**src/rtl/rf_writeback_arbiter_if.sv**
```systemverilog
// ----------------------------------------------------------------------------
// rf_writeback_arbiter_if
//
// Purpose: bundles the result channels coming from the four execution units
// together with the register-file write ports and the pending-write bitmap
// produced by rf_writeback_arbiter.
//
// Signals (k = channel / write port index 0..3):
//   res_valid [3:0]          channel k carries a result
//   res_ready [3:0]          channel k FIFO can accept a result
//   res_addr  [3:0][AW-1:0]  destination register of channel k
//   res_data  [3:0][WW-1:0]  result data of channel k
//   res_seq   [3:0][SW-1:0]  program-order tag of channel k
//   wr_enable [3:0]          register-file write enable, port k
//   wr_select [3:0][AW-1:0]  register-file write select, port k
//   wr_data   [3:0][WW-1:0]  register-file write data, port k
//   pending   [UNITS-1:0]    bit r set while any write to register r is in flight
//
// Modports:
//   master - the execution-unit / register-file side (drives results)
//   slave  - the arbiter itself
// ----------------------------------------------------------------------------
interface rf_writeback_arbiter_if #(
  parameter int WORD_WIDTH    = 32,
  parameter int ADDRESS_WIDTH = 4,
  parameter int SEQ_WIDTH     = 6
);
  localparam int UNITS = 2 ** ADDRESS_WIDTH;

  logic [3:0]                    res_valid;
  logic [3:0]                    res_ready;
  logic [3:0][ADDRESS_WIDTH-1:0] res_addr;
  logic [3:0][WORD_WIDTH-1:0]    res_data;
  logic [3:0][SEQ_WIDTH-1:0]     res_seq;

  logic [3:0]                    wr_enable;
  logic [3:0][ADDRESS_WIDTH-1:0] wr_select;
  logic [3:0][WORD_WIDTH-1:0]    wr_data;

  logic [UNITS-1:0]              pending;

  modport master (
    output res_valid,
    output res_addr,
    output res_data,
    output res_seq,
    input  res_ready,
    input  wr_enable,
    input  wr_select,
    input  wr_data,
    input  pending
  );

  modport slave (
    input  res_valid,
    input  res_addr,
    input  res_data,
    input  res_seq,
    output res_ready,
    output wr_enable,
    output wr_select,
    output wr_data,
    output pending
  );

endinterface

```
**src/rtl/rf_writeback_arbiter.sv**
```systemverilog
// ----------------------------------------------------------------------------
// rf_writeback_arbiter
//
// Purpose: collects results from the four execution units (arithmetic, logic,
// shift0, shift1), buffers each channel in a 2-deep FIFO and drives the four
// register-file write ports. When several channel heads target the same
// register, only the oldest one (by program-order tag) is written in that
// cycle, so program order is kept and no register sees two writes in one
// cycle. A pending-write bitmap is exported for hazard checks in issue logic.
//
// Ports:
//   clk_i   in  clock, all state updates on the rising edge
//   rst_i   in  synchronous active-high reset; clears FIFOs and write ports
//   bus     rf_writeback_arbiter_if.slave
//           res_* : valid/ready result channels, one per execution unit
//           wr_*  : registered register-file write ports, one per channel
//           pending : per-register in-flight bitmap (state only)
// ----------------------------------------------------------------------------
module rf_writeback_arbiter #(
  parameter int WORD_WIDTH    = 32,
  parameter int ADDRESS_WIDTH = 4,
  parameter int SEQ_WIDTH     = 6
) (
  input  logic                  clk_i,
  input  logic                  rst_i,
  rf_writeback_arbiter_if.slave bus
);

  localparam int CHANNELS = 4;
  localparam int DEPTH    = 2;
  localparam int UNITS    = 2 ** ADDRESS_WIDTH;

  // Per-channel FIFO storage, one entry = {addr, data, seq}.
  logic [ADDRESS_WIDTH-1:0] fifo_addr [CHANNELS][DEPTH];
  logic [WORD_WIDTH-1:0]    fifo_data [CHANNELS][DEPTH];
  logic [SEQ_WIDTH-1:0]     fifo_seq  [CHANNELS][DEPTH];

  // FIFO bookkeeping: 1-bit pointers that wrap 1 -> 0, count 0..2.
  logic [CHANNELS-1:0] wr_ptr;
  logic [CHANNELS-1:0] rd_ptr;
  logic [1:0]          count [CHANNELS];

  // Handshake and arbitration signals.
  logic [CHANNELS-1:0] ready;
  logic [CHANNELS-1:0] push;
  logic [CHANNELS-1:0] nonempty;
  logic [CHANNELS-1:0] eligible;

  // Head-of-FIFO fields per channel.
  logic [ADDRESS_WIDTH-1:0] head_addr [CHANNELS];
  logic [WORD_WIDTH-1:0]    head_data [CHANNELS];
  logic [SEQ_WIDTH-1:0]     head_seq  [CHANNELS];

  // Registered write-port outputs.
  logic [CHANNELS-1:0]                    enable_q;
  logic [CHANNELS-1:0][ADDRESS_WIDTH-1:0] select_q;
  logic [CHANNELS-1:0][WORD_WIDTH-1:0]    data_q;

  logic [UNITS-1:0] pending;

  // Age comparison on wrapping tags: a is older than b when (a - b) taken
  // modulo 2**SEQ_WIDTH is negative. Equal tags fall back to the channel
  // index so that exactly one of two colliding heads wins.
  function automatic logic is_older(input logic [SEQ_WIDTH-1:0] seq_a,
                                    input logic [SEQ_WIDTH-1:0] seq_b,
                                    input logic                 lower_index);
    logic [SEQ_WIDTH-1:0] diff;
    diff = seq_a - seq_b;
    return diff[SEQ_WIDTH-1] || ((diff == '0) && lower_index);
  endfunction

  // An entry slot holds a live result when the FIFO is full, or when it holds
  // one result and the read pointer sits on that slot.
  function automatic logic entry_live(input logic [1:0] cnt,
                                      input logic       rd,
                                      input logic       slot);
    return (cnt == 2'd2) || ((cnt == 2'd1) && (rd == slot));
  endfunction

  // Ready depends only on the FIFO count: a full FIFO refuses new results even
  // if its head leaves in the same cycle, so there is no ready-to-pop path.
  always_comb begin
    for (int k = 0; k < CHANNELS; k++) begin
      ready[k]     = (count[k] < 2'd2);
      nonempty[k]  = (count[k] != 2'd0);
      push[k]      = bus.res_valid[k] && ready[k];
      head_addr[k] = fifo_addr[k][rd_ptr[k]];
      head_data[k] = fifo_data[k][rd_ptr[k]];
      head_seq[k]  = fifo_seq[k][rd_ptr[k]];
    end
  end

  // A head may issue unless some other non-empty head targets the same
  // register and is older; the loser simply waits in its FIFO.
  always_comb begin
    for (int k = 0; k < CHANNELS; k++) begin
      eligible[k] = nonempty[k];
      for (int j = 0; j < CHANNELS; j++) begin
        if ((j != k) && nonempty[j] && (head_addr[j] == head_addr[k]) &&
            is_older(head_seq[j], head_seq[k], logic'(j < k))) begin
          eligible[k] = 1'b0;
        end
      end
    end
  end

  // FIFO pointers and counts. Every eligible head pops in the same edge it is
  // loaded into the write-port registers.
  always_ff @(posedge clk_i) begin
    if (rst_i) begin
      wr_ptr <= '0;
      rd_ptr <= '0;
      for (int k = 0; k < CHANNELS; k++) begin
        count[k] <= 2'd0;
      end
    end else begin
      for (int k = 0; k < CHANNELS; k++) begin
        if (push[k]) begin
          wr_ptr[k] <= ~wr_ptr[k];
        end
        if (eligible[k]) begin
          rd_ptr[k] <= ~rd_ptr[k];
        end
        case ({push[k], eligible[k]})
          2'b10:   count[k] <= count[k] + 2'd1;
          2'b01:   count[k] <= count[k] - 2'd1;
          default: count[k] <= count[k];
        endcase
      end
    end
  end

  // FIFO payload storage. Contents need no reset because the counts decide
  // which slots are live.
  always_ff @(posedge clk_i) begin
    for (int k = 0; k < CHANNELS; k++) begin
      if (push[k] && !rst_i) begin
        fifo_addr[k][wr_ptr[k]] <= bus.res_addr[k];
        fifo_data[k][wr_ptr[k]] <= bus.res_data[k];
        fifo_seq[k][wr_ptr[k]]  <= bus.res_seq[k];
      end
    end
  end

  // Write-port registers. Enable follows eligibility every cycle; select and
  // data only change when the port issues.
  always_ff @(posedge clk_i) begin
    if (rst_i) begin
      enable_q <= '0;
      select_q <= '0;
      data_q   <= '0;
    end else begin
      enable_q <= eligible;
      for (int k = 0; k < CHANNELS; k++) begin
        if (eligible[k]) begin
          select_q[k] <= head_addr[k];
          data_q[k]   <= head_data[k];
        end
      end
    end
  end

  // Pending bitmap: any live FIFO entry or any write being presented to the
  // register file marks its destination. Built from state only.
  always_comb begin
    pending = '0;
    for (int k = 0; k < CHANNELS; k++) begin
      for (int e = 0; e < DEPTH; e++) begin
        if (entry_live(count[k], rd_ptr[k], e[0])) begin
          pending[fifo_addr[k][e]] = 1'b1;
        end
      end
      if (enable_q[k]) begin
        pending[select_q[k]] = 1'b1;
      end
    end
  end

  assign bus.res_ready = ready;
  assign bus.wr_enable = enable_q;
  assign bus.wr_select = select_q;
  assign bus.wr_data   = data_q;
  assign bus.pending   = pending;

endmodule

```
**src/flat_wrapper.sv**
```systemverilog
// flat-port wrapper written by rule: the top's interface ports become plain ports
module rf_writeback_arbiter_flat 
#(
  parameter int WORD_WIDTH    = 32,
  parameter int ADDRESS_WIDTH = 4,
  parameter int SEQ_WIDTH     = 6
)
  (clk_i, rst_i, bus_res_valid, bus_res_addr, bus_res_data, bus_res_seq, bus_res_ready, bus_wr_enable, bus_wr_select, bus_wr_data, bus_pending);
  rf_writeback_arbiter_if #(.WORD_WIDTH(WORD_WIDTH), .ADDRESS_WIDTH(ADDRESS_WIDTH), .SEQ_WIDTH(SEQ_WIDTH)) bus_i ();
  input  logic clk_i;
  input  logic rst_i;
  input wire logic [$bits(bus_i.res_valid)-1:0] bus_res_valid;
  input wire logic [$bits(bus_i.res_addr)-1:0] bus_res_addr;
  input wire logic [$bits(bus_i.res_data)-1:0] bus_res_data;
  input wire logic [$bits(bus_i.res_seq)-1:0] bus_res_seq;
  output wire logic [$bits(bus_i.res_ready)-1:0] bus_res_ready;
  output wire logic [$bits(bus_i.wr_enable)-1:0] bus_wr_enable;
  output wire logic [$bits(bus_i.wr_select)-1:0] bus_wr_select;
  output wire logic [$bits(bus_i.wr_data)-1:0] bus_wr_data;
  output wire logic [$bits(bus_i.pending)-1:0] bus_pending;
  assign bus_i.res_valid = bus_res_valid;
  assign bus_i.res_addr = bus_res_addr;
  assign bus_i.res_data = bus_res_data;
  assign bus_i.res_seq = bus_res_seq;
  assign bus_res_ready = bus_i.res_ready;
  assign bus_wr_enable = bus_i.wr_enable;
  assign bus_wr_select = bus_i.wr_select;
  assign bus_wr_data = bus_i.wr_data;
  assign bus_pending = bus_i.pending;
  rf_writeback_arbiter #(.WORD_WIDTH(WORD_WIDTH), .ADDRESS_WIDTH(ADDRESS_WIDTH), .SEQ_WIDTH(SEQ_WIDTH)) u_core (.clk_i(clk_i), .rst_i(rst_i), .bus(bus_i));
endmodule
```
**config.mk**
```make
export PLATFORM = sky130hd
export DESIGN_NAME = rf_writeback_arbiter_flat
export DESIGN_NICKNAME = d
export VERILOG_FILES = /design/src/rtl/rf_writeback_arbiter_if.sv /design/src/rtl/rf_writeback_arbiter.sv /design/src/flat_wrapper.sv
export SDC_FILE = /design/constraint.sdc
export NUM_CORES = 1
export LEC_CHECK = 0
export ABC_AREA = 0
export BUFFER_PORTS_ARGS = -buffer_cell sky130_fd_sc_hd__buf_2
export CORE_MARGIN = 1
export CORE_UTILIZATION = 29
export DETAILED_ROUTE_END_ITERATION = 7
export PLACE_DENSITY = 0.45
export SYNTH_ARGS = -nofsm -noshare
export SYNTH_HDL_FRONTEND = slang
export SYNTH_SLANG_ARGS = --single-unit
```
**constraint.sdc**
```tcl
create_clock -name clk_i -period 8.4 [get_ports clk_i]
set_clock_uncertainty 0.05 [all_clocks]
set_input_delay 2.1 -clock clk_i [delete_from_list [all_inputs] [get_ports clk_i]]
set_output_delay 2.1 -clock clk_i [all_outputs]
set_load 0.01 [all_outputs]
```
==> impl_metrics.ini, run 1 <==
[pwr]
p_clk_frac = 0.240
switching_share = 0.385
p_seq_frac = 0.364
ir_worst_vdd_v = 0.000171
p_comb_frac = 0.395
leakagePower_nw = 10.2
cellInternalPower_mw = 6.07
power.density_nw_per_um2 = 363
switchingPower_mw = 3.80

[cells_and_area]
final_layout_size_suffix_gt1_frac = 0.279
seqCellArea_sq_um = 13500
multi_input_area_sq_um = 8540
fin_cells = 3167
nets = 2330
syn2layout_area_growth_pct = 20.2
fillers = 7670

[timing]
setup_viol = 0
max_slew_margin = 0.243
worstMarginPinSlew_ns = 1.14
finalSetupTns_ns = 0
finalHoldViolCount = 0
rsz0062_at_grt = false
setup_ws_ns = 2.63
period_share = 0.687
maxSlewViolCount = 0
final.min_clock_period_ns = 5.77
max_freq_mhz = 173

[placement]
gp_congestion = 0.885
dp_cells = 3059
portBuffers = 341
dp_slack_ns = 2.70
dp_hpwl_um = 47500

[clock_network]
htreeDepth = 2
cts_buffers = 55
cts_hold_buf = 0
ctsResizeCount = 0
cts_num_sinks = 500
clkLatencyLatePin_ns = 0.64
cts_tree = yes
path_clk_slew_ns = 0.06
clockRootBuffer = clkbuf_16
clockBufferDepth = 3
post_cts.repair.setup_buffers = 0

[synth]
synth_cell_type_count = 77
ys_seq_area_frac = 0.595
syn-num-nets = 2005
syn_inst = 1751
async_flop_share = 0
syn_avg_cell_area_sq_um = 12.9
ys_seq_elements = 500
synth_edf_count = 344
yosysWarnings = 0
synth_ff_type = edfxtp_1
syn_area_sq_um = 22600

[setup_path]
path_cells = buf_4, mux2i_1, inv_1, ha_1, nor2b_1, or2_2, a221oi_1, xor2_1, a211o_1, buf_4, nand3_2, inv_2, ha_1, nor2_1, o21ai_0
worstPathRequired_ns = 8.66
end_kind = flop
slowest_stage = buf_4
cp-start-kind = flop
cpPeakStageDelay_ns = 0.62
cp.arrival_ns = 6.03
cp_max_fo = 39
timing.rr.start = u_core.rd_ptr[3]
reg2regPathDepth = 15
critPathLaunch = u_core.rd_ptr[3]
crit_type = flop to flop

[global_routing]
antenna_found_initial = 15
grt_max_degree = 87
first_global_vias = 15659
grt_pass1_wl_um = 99400
grt_usage = 0.167
grt-ovfl-total = 0

[route]
vias = 15606
route.detailed.drc = 0
wl_um = 67900
drt_iter0_markers = 1063
vias_per_cell = 4.93
drt_pass1_iterations = 7
top_layer = met5
dr_wl_met3_um = 3380
met2_length_um = 34800
ant_nets = 0
wl_met1_um = 28100
avgRoutedWirePerCell_um = 21.4

[floorplan]
core_area_sq_um = 77300
chipHeight_um = 281
die_x_um = 281
ioPinCount = 342
placementRows = 102
initial_core_util = 0.292
dieArea_sq_um = 79100

[hold_path]
hp-start = u_core.bus.wr_data[45]
hold_class = flop to flop
whs_path_depth = 2

[flow_run]
max_cap_viol_count = 0

[outcome]
status = complete, no violations
==> stage by stage <==
step	utilization	power (mW)	instance area, sq um	hold WS (ns)
after CTS	0.351	10.0	27200	0.408
final	0.351	9.87	27200	0.403
after global placement	0.328	7.54	25400	0.393
after detailed placement	0.328	7.59	25400	0.400
after floorplan	-	6.23	22600	0.433
after global routing	0.351	10.5	27200	0.428
==> per-layer routing <==
| layer | GRT usage | up-vias |
|---|---|---|
| li1 | - | 7345 |
| met1 | 0.207 | 7762 |
| met2 | 0.296 | 376 |
| met3 | 0.0290 | 107 |
| met4 | 0.0470 | 16 |
| met5 | 0 | - |
==> path summary, 6_finish.rpt <==
kind,end,slack (ns)
setup reg to reg,u_core.count[3][0],2.63
hold / removal,u_core.bus.wr_data[45],0.40
setup / recovery,u_core.count[3][0],2.63
hold reg to reg,u_core.bus.wr_data[45],0.40
==> cell usage after synthesis (5+ instances only) <==
library cell | count | share of area
o32ai_1 | 6 | 0.0023
buf_6 | 9 | 0.0045
nand2_1 | 79 | 0.013
clkbuf_1 | 48 | 0.0080
dfxtp_1 | 156 | 0.14
mux2i_1 | 149 | 0.066
buf_2 | 18 | 0.0040
nor2b_1 | 30 | 0.0083
inv_1 | 44 | 0.0073
nor3_1 | 29 | 0.0064
buf_1 | 7 | 0.0012
nor3b_1 | 11 | 0.0037
a31oi_1 | 41 | 0.011
buf_4 | 13 | 0.0043
ha_1 | 80 | 0.044
o221ai_1 | 5 | 0.0019
o211ai_1 | 38 | 0.013
nand4_1 | 11 | 0.0030
edfxtp_1 | 344 | 0.46
nand3_1 | 44 | 0.0097
a211oi_2 | 50 | 0.028
a21oi_1 | 100 | 0.022
nor4_1 | 13 | 0.0036
o21ai_0 | 15 | 0.0033
xnor2_1 | 33 | 0.013
o22ai_1 | 22 | 0.0061
or2_2 | 37 | 0.010
nor2_1 | 60 | 0.010
a21o_1 | 12 | 0.0040
xor2_1 | 15 | 0.0058
nand3b_1 | 18 | 0.0060
and3_1 | 10 | 0.0028
nand2b_1 | 27 | 0.0075
a211oi_1 | 61 | 0.020
o2111ai_1 | 7 | 0.0027
mux2i_2 | 16 | 0.0097
a22oi_1 | 16 | 0.0053
==> sequential cells by signal (all words and copies together), names as in the netlist <==
name and count:
u_core.fifo_data 256, u_core.bus.wr_data 128, u_core.fifo_seq 48, u_core.fifo_addr 32
u_core.bus.wr_select 16, u_core.count 8, u_core.bus.wr_enable 4, u_core.rd_ptr 4
u_core.wr_ptr 4
==> critical path, delay by kind of cell, from the launching register on <==
| family | cells | cell delay [ns] |
|---|---|---|
| mux | 1 | 0.51 |
| fa+ha+maj | 2 | 0.64 |
| compound gates | 3 | 1.00 |
| simple gates | 4 | 0.66 |
| flops | 1 | 0.45 |
| xor+xnor | 1 | 0.24 |
| buf+inv | 4 | 1.82 |
==> layout make-up <==
cell class / instances / area share
Antenna cell: 4 / 0.000368
Clock buffer: 77 / 0.0578
Clock inverter: 27 / 0.00889
Inverter: 49 / 0.00677
Multi-Input combinational cell: 1107 / 0.314
Sequential cell: 500 / 0.495
Tap cell: 1040 / 0.0479
Timing Repair Buffer: 363 / 0.0691
==> power by group through the flow <==
stage	Sequential [mW]	Combinational, mW	Clock [mW]
after floorplan	3.65	2.58	0
after global placement	3.65	3.90	0
after detailed placement	3.65	3.95	0
after CTS	3.60	3.96	2.45
after global routing	3.66	4.26	2.54
final	3.60	3.90	2.37
==> layout by cell type (no fill, tap or decap), types with 22 or more instances in the layout <==
| cell | Yosys | routed |
|---|---|---|
| a211oi_1 | 61 | 61 |
| a211oi_2 | 50 | 50 |
| a21oi_1 | 100 | 99 |
| a31oi_1 | 41 | 41 |
| buf_2 | 18 | 340 |
| buf_4 | 13 | 22 |
| clkbuf_16 | 0 | 56 |
| dfxtp_1 | 156 | 153 |
| edfxtp_1 | 344 | 344 |
| ha_1 | 80 | 80 |
| inv_1 | 44 | 43 |
| mux2i_1 | 149 | 149 |
| nand2_1 | 79 | 79 |
| nand2b_1 | 27 | 27 |
| nand3_1 | 44 | 44 |
| nor2_1 | 60 | 60 |
| nor2b_1 | 30 | 30 |
| nor3_1 | 29 | 25 |
| o211ai_1 | 38 | 38 |
| o22ai_1 | 22 | 22 |
| or2_2 | 37 | 37 |
| xnor2_1 | 33 | 33 |
==> cell families (layout without fill, tap and decap cells) <==
group,Yosys count,in the layout,share of synthesized area
DFF,500,500,0.595
AOI/OAI and AO/OA,416,416,0.138
and+or+nand+nor,388,388,0.0913
muxes,172,172,0.0811
buffers and inverters,144,516,0.0300
adders and majority gates,80,80,0.0443
xor gates and xnor gates,51,51,0.0210
other,0,4,0
Note: power is estimated with default switching activity, not from simulation.
==> run 2, diff against run 1 <==
ABC_AREA = 1   (was 0)
PLACE_DENSITY = 0.47   (was 0.45)
clock period = 4.68 ns   (was 8.4 ns; I/O delays follow)
==> run 2 against run 1 <==
Effect of this change:
- area after synthesis increased by 5.9%
- first-iteration DRC count up 23%
- sequential cell count unchanged
==> impl_metrics.ini, run 2 <==
[global_routing]
grt_pass1_wl_um = 111000
grt-ovfl-total = 0
antenna_found_initial = 25
grt_usage = 0.175
use_met3 = 0.0341
grt_max_degree = 66
busiest_layer = met2
grt_use_met2 = 0.290
first_global_vias = 18277
grt_use_met1 = 0.228

[clock_network]
cts_tree = yes
clockBufferDepth = 3
clockRootBuffer = clkbuf_16
path_clk_slew_ns = 0.06
clkLatencyLatePin_ns = 0.63
htreeDepth = 2
cts_num_sinks = 500
cts_buffers = 59
post_cts.repair.setup_buffers = 0

[route]
vias = 19139
ant_nets = 0
wl_um = 74400
vias_per_cell = 4.49
avgRoutedWirePerCell_um = 17.5
route.detailed.drc = 0
drt_pass1_iterations = 5
drt_iter0_markers = 1310

[timing]
finalHoldViolCount = 0
final.min_clock_period_ns = 4.46
maxSlewViolCount = 0
worstMarginPinSlew_ns = 0.974
rsz0062_at_grt = false
period_share = 0.953
setup_ws_ns = 0.221
max_slew_margin = 0.343
worst_hold_slack_ns = 0.417
setup_viol = 0
max_freq_mhz = 224

[placement]
dp_hpwl_um = 53200
dp_slack_ns = 0.634
portBuffers = 341
dp_cells = 4139
gp_congestion = 0.922

[synth]
synth_edf_count = 344
syn_inst = 2777
syn_avg_cell_area_sq_um = 8.63
synth_common_cells = nand2_1, nor2_1, edfxtp_1, inv_1, dfxtp_1
ys_seq_area_frac = 0.562
ys_seq_elements = 500
synth_cell_type_count = 43
async_flop_share = 0
yosysWarnings = 0
synth_top_area_share = 0.431
syn_area_sq_um = 24000
yosys.area.top_type = edfxtp_1
synth_ff_type = edfxtp_1
syn-num-nets = 3031
yosysMostFrequentCell = nand2_1
synth_area_leaders = edfxtp_1, nand2_1, dfxtp_1, nor2_1, inv_1

[cells_and_area]
largest_reg_flops = 256
layout_common_cells = nand2_1, nor2_1, edfxtp_1, buf_2, inv_1
fin_cells = 4261
final_common_cell = nand2_1
nets = 3384
final_layout_size_suffix_gt1_frac = 0.165
fin_util = 0.354
syn2layout_area_growth_pct = 20.8

[setup_path]
crit_type = flop to output pin
end_kind = output pin
path_cells = inv_1, ha_1, a21oi_2, inv_1, nand2_1, inv_1, a2111oi_0, nand3_1, buf_2
crit_family = compound AO/OA/AOI/OAI gates
r2r_slack_ns = 0.59
rr_endpoint = u_core.count[0][0]
cp.arrival_ns = 3.24
cpPeakStageDelay_ns = 0.62
timing.rr.start = u_core.rd_ptr[0]
cp-start-kind = flop
reg2regPathDepth = 18
cp_max_fo = 7
worstPathRequired_ns = 3.46
cpMostUsedCell = inv_1
crit_buf_inv = 4
slowest_stage = a2111oi_0

[floorplan]
die_x_um = 289
core_area_sq_um = 81800
ioPinCount = 342
dieArea_sq_um = 83800
chipHeight_um = 289
placementRows = 105
initial_core_util = 0.293

[pwr]
p_total_mw = 19.1
p_comb_frac = 0.438
p_seq_frac = 0.317
switching_share = 0.419
p_clk_frac = 0.245
power.density_nw_per_um2 = 659
switchingPower_mw = 8.00
cellInternalPower_mw = 11.1
leakagePower_nw = 13.2
ir_worst_vdd_v = 0.000349

[flow_run]
max_cap_viol_count = 0

[hold_path]
hold_class = flop to flop
whs_path_depth = 2
hp-start = u_core.wr_ptr[2]
hold_path_end = u_core.wr_ptr[2]

[outcome]
status = complete, no violations
## run 2: changes by cell type after synthesis, sizes merged, moves of 32 or more
cell / delta
a21oi: -60
nand2: +867
o21ai: +43
mux2i: -124
a211oi: -109
a31oi: -42
o211ai: -38
nand3: +42
nand4: +32
inv: +240
nor2: +388
## run 2: what timing repair did
item | CTS | global route
hold buffers | 0 | 0
setup endpoints to repair | 1 | 0
gates resized for setup | 1 | 0
## run 2: final cells by class
class	instances	area [sq um]
diodes	11	27.5
clock buffers	93	1760
clock inverters	18	243
fillers	8556	52900
inverters	288	1090
multi-input cells	1897	8980
flip-flops and latches	500	13500
well taps	1070	1340
repair buffers	384	2050
## run 2: cell families after synthesis
| kind of cell | after synthesis | synth area share |
|---|---|---|
| and+or+nand+nor | 1610 | 0.270 |
| DFF | 500 | 0.562 |
| buffers and inverters | 380 | 0.0664 |
| AOI/OAI and AO/OA | 158 | 0.0403 |
| adders and majority gates | 80 | 0.0418 |
| muxes | 45 | 0.0188 |
| xor gates and xnor gates | 4 | 0.00146 |
## run 2: worst register-to-register path: stages, from the launching register on
cell and delay [ns]:
dfxtp_2 0.38, inv_2 0.08, or2_2 0.27, o21ai_0 0.32, inv_1 0.26, ha_1 0.40, nand2_1 0.08, inv_1 0.11
nand2_1 0.05, or2_2 0.29, nand2_1 0.06, nand2_1 0.04, nand2_1 0.09, nor2_1 0.07, nor2_2 0.26, nand2_2 0.13
ha_1 0.32, o31ai_1 0.35, o21ai_0 0.19
## run 2: through the flow
step                instance area [sq um]  setup TNS [ns]
floorplan                           24000          -27.70
global placement                    26900               0
detailed placement                  26900               0
CTS                                 28900               0
global route                        28900               0
finish                              28900               0
## run 2: routing by layer
layer	up-vias	part of all wire
li1	9702	-
met1	8840	0.44
met2	460	0.47
met5	-	0.00077
met3	127	0.063
met4	10	0.026
## run 2: how the worst max path moves through the flow
stage                       startpoint  cells past startpoint                endpoint  slack [ns]
floorplan                        rst_i                      2  u_core.fifo_addr[0][0]       -0.16
global placement      u_core.rd_ptr[2]                     19      u_core.count[2][1]        0.56
detailed placement    u_core.rd_ptr[2]                     18      u_core.count[2][1]        0.63
CTS                 u_core.count[0][1]                      7          bus_pending[0]        0.19
global route        u_core.count[0][1]                      9          bus_pending[0]      0.0005
finish              u_core.count[0][1]                      9          bus_pending[0]        0.22
## run 2: power groups by stage
stage | clock network, mW | logic (mW) | registers (mW)
6_report | 4.68 | 8.35 | 6.04
5_1_grt | 5.00 | 9.59 | 6.15
4_1_cts | 4.84 | 8.49 | 6.05
3_5_place_dp | 0 | 8.45 | 6.14
3_3_place_gp | 0 | 8.49 | 6.13
2_1_floorplan | 0 | 5.68 | 6.26
==> run 3, diff against run 2 <==
--- a/config.mk
+++ b/config.mk
@@ -11,4 +11,5 @@
 export CORE_UTILIZATION = 29
 export DETAILED_ROUTE_END_ITERATION = 7
+export GPL_TIMING_DRIVEN = 0
 export PLACE_DENSITY = 0.47
 export SYNTH_ARGS = -nofsm -noshare
==> constraint.sdc (replaced) <==
create_clock -name clk_i -period 4.68 [get_ports clk_i]
set_clock_uncertainty 0.05 [all_clocks]
set_input_delay 0.468 -clock clk_i [delete_from_list [all_inputs] [get_ports clk_i]]
set_output_delay 0.468 -clock clk_i [all_outputs]
set_load 0.01 [all_outputs]
==> run 3 against run 2 <==
Effect of this change:
- core utilization increased by 2.8 points
- combinational power increased by 9.2%
- via count is 4.6% higher
- clock power up 3%
- worst setup slack improved by 0.025 ns
- final cell count is 5.2% higher
- maximum frequency grew 0.56%
- first-iteration DRC count down 26%
- critical path type is now flop to flop
- critical endpoint is now u_core.count[0][0]
- largest power group unchanged
==> impl_metrics.ini, run 3 (synthesized netlist as in run 2, its figures left out) <==
[cells_and_area]
final_common_cell = nand2_1
largest_reg_flops = 256
nets = 3616
layout_common_cells = nand2_1, nor2_1, buf_2, edfxtp_1, inv_1
fin_util = 0.382
final_layout_size_suffix_gt1_frac = 0.167
final_cell_area_sq_um = 31200
fin_cells = 4481
syn2layout_area_growth_pct = 30.4

[clock_network]
cts_buffers = 58
clkLatencyLatePin_ns = 0.63
htreeDepth = 2
cts_num_sinks = 500
path_clk_slew_ns = 0.06
clockBufferDepth = 3
cts_tree = yes
clockRootBuffer = clkbuf_16

[floorplan]
initial_core_util = 0.293
ioPinCount = 342
core_area_sq_um = 81800
chipHeight_um = 289
die_x_um = 289
placementRows = 105
dieArea_sq_um = 83800

[global_routing]
first_global_vias = 18963
grt_pass1_wl_um = 117000
grt_usage = 0.185
grt_max_degree = 29
antenna_found_initial = 8
grt-ovfl-total = 0

[setup_path]
worstPathRequired_ns = 4.96
rr_endpoint = u_core.count[0][0]
reg2regPathDepth = 19
cp_max_fo = 19
end_kind = flop
cp.arrival_ns = 4.71
r2r_slack_ns = 0.25
cp-start-kind = flop
timing.rr.start = u_core.rd_ptr[0]
crit_type = flop to flop

[timing]
period_share = 0.948
worstMarginPinSlew_ns = 1.26
final.min_clock_period_ns = 4.43
maxSlewViolCount = 0
finalSetupTns_ns = 0
max_freq_mhz = 225
setup_ws_ns = 0.245
setup_viol = 0
finalHoldViolCount = 0
max_slew_margin = 0.158
worst_hold_slack_ns = 0.0329

[placement]
place_area_sq_um = 27400
portBuffers = 340
gp_congestion = 0.943
dp_cells = 4210
dp_hpwl_um = 60100
dp_slack_ns = -1.39

[hold_path]
hold_path_end = u_core.fifo_data[1][17]
hold_class = input pin to flop
hp-start = bus_res_data[49]
whs_path_depth = 1

[pwr]
p_total_mw = 19.9
leakagePower_nw = 14.2
p_seq_frac = 0.302
switching_share = 0.419
p_clk_frac = 0.241
power.density_nw_per_um2 = 639
ir_worst_vdd_v = 0.000310
cellInternalPower_mw = 11.6
switchingPower_mw = 8.35
p_comb_frac = 0.457

[route]
drt_iter0_markers = 971
vias_per_cell = 4.47
met2_length_um = 39200
top_layer = met5
ant_nets = 0
drt_pass1_iterations = 5
dr_wl_met3_um = 3750
vias = 20018
avgRoutedWirePerCell_um = 17.6
wl_um = 79100
route.detailed.drc = 0
wl_met1_um = 34500

[outcome]
status = complete, no violations

[flow_run]
max_cap_viol_count = 0
-- run 3: layer usage --
layer	vias up	global-route usage
met3	98	0.0299
li1	10154	-
met2	421	0.325
met1	9335	0.238
met5	-	0
met4	10	0.0418
-- run 3: final cells by class --
| cell class | instances | area (sq um) |
|---|---|---|
| multi-input cells | 1897 | 9090 |
| clock buffers | 88 | 1760 |
| flip-flops and latches | 500 | 13500 |
| well taps | 1070 | 1340 |
| inverters | 288 | 1080 |
| fillers | 8350 | 50600 |
| diodes | 2 | 5.00 |
| repair buffers | 533 | 3720 |
| plain buffers | 84 | 500 |
| clock inverters | 19 | 278 |
-- run 3: worst max-delay path by stage --
stage,end,cells past startpoint,slack (ns),startpoint
after CTS,u_core.count[0][0],19,0.05,u_core.rd_ptr[1]
after global placement,u_core.fifo_data[0][26],2,-2.93,rst_i
final,u_core.count[0][0],19,0.25,u_core.rd_ptr[0]
after floorplan,u_core.count[0][0],22,0.51,u_core.rd_ptr[3]
after detailed placement,u_core.count[0][0],22,-1.39,u_core.rd_ptr[0]
after global routing,u_core.count[0][1],21,-0.01,u_core.rd_ptr[0]
-- run 3: critical path, stage by stage (launching register included) --
cell,delay [ns]
dfxtp_1,0.30
buf_2,0.21
buf_4,0.33
clkbuf_8,0.30
o21ai_4,0.11
buf_4,0.14
ha_1,0.35
nand2_1,0.08
inv_1,0.03
o21ai_0,0.15
nand3_1,0.13
xnor2_1,0.23
nor2_1,0.15
nor2_2,0.26
nand2_2,0.17
buf_6,0.20
buf_6,0.16
ha_1,0.35
o31ai_4,0.27
o21ai_1,0.13
-- run 3: power by group through the flow --
stage          Sequential, mW  Clock (mW)  Combinational, mW
2_1_floorplan            6.26           0               5.68
3_3_place_gp             6.14           0               8.91
3_5_place_dp             6.12           0               8.97
4_1_cts                  6.03        4.91               9.17
5_1_grt                  6.13        5.08               10.4
6_report                 6.03        4.80               9.12
-- run 3: what timing repair did --
action | in CTS | in global routing
endpoints found under the setup margin | 166 | 10
gates resized for setup | 38 | 21
hold endpoints to repair | 334 | 0
setup buffers | 0 | 3
pin swaps | 0 | 2
hold buffers | 167 | 0
cloned | 0 | 0
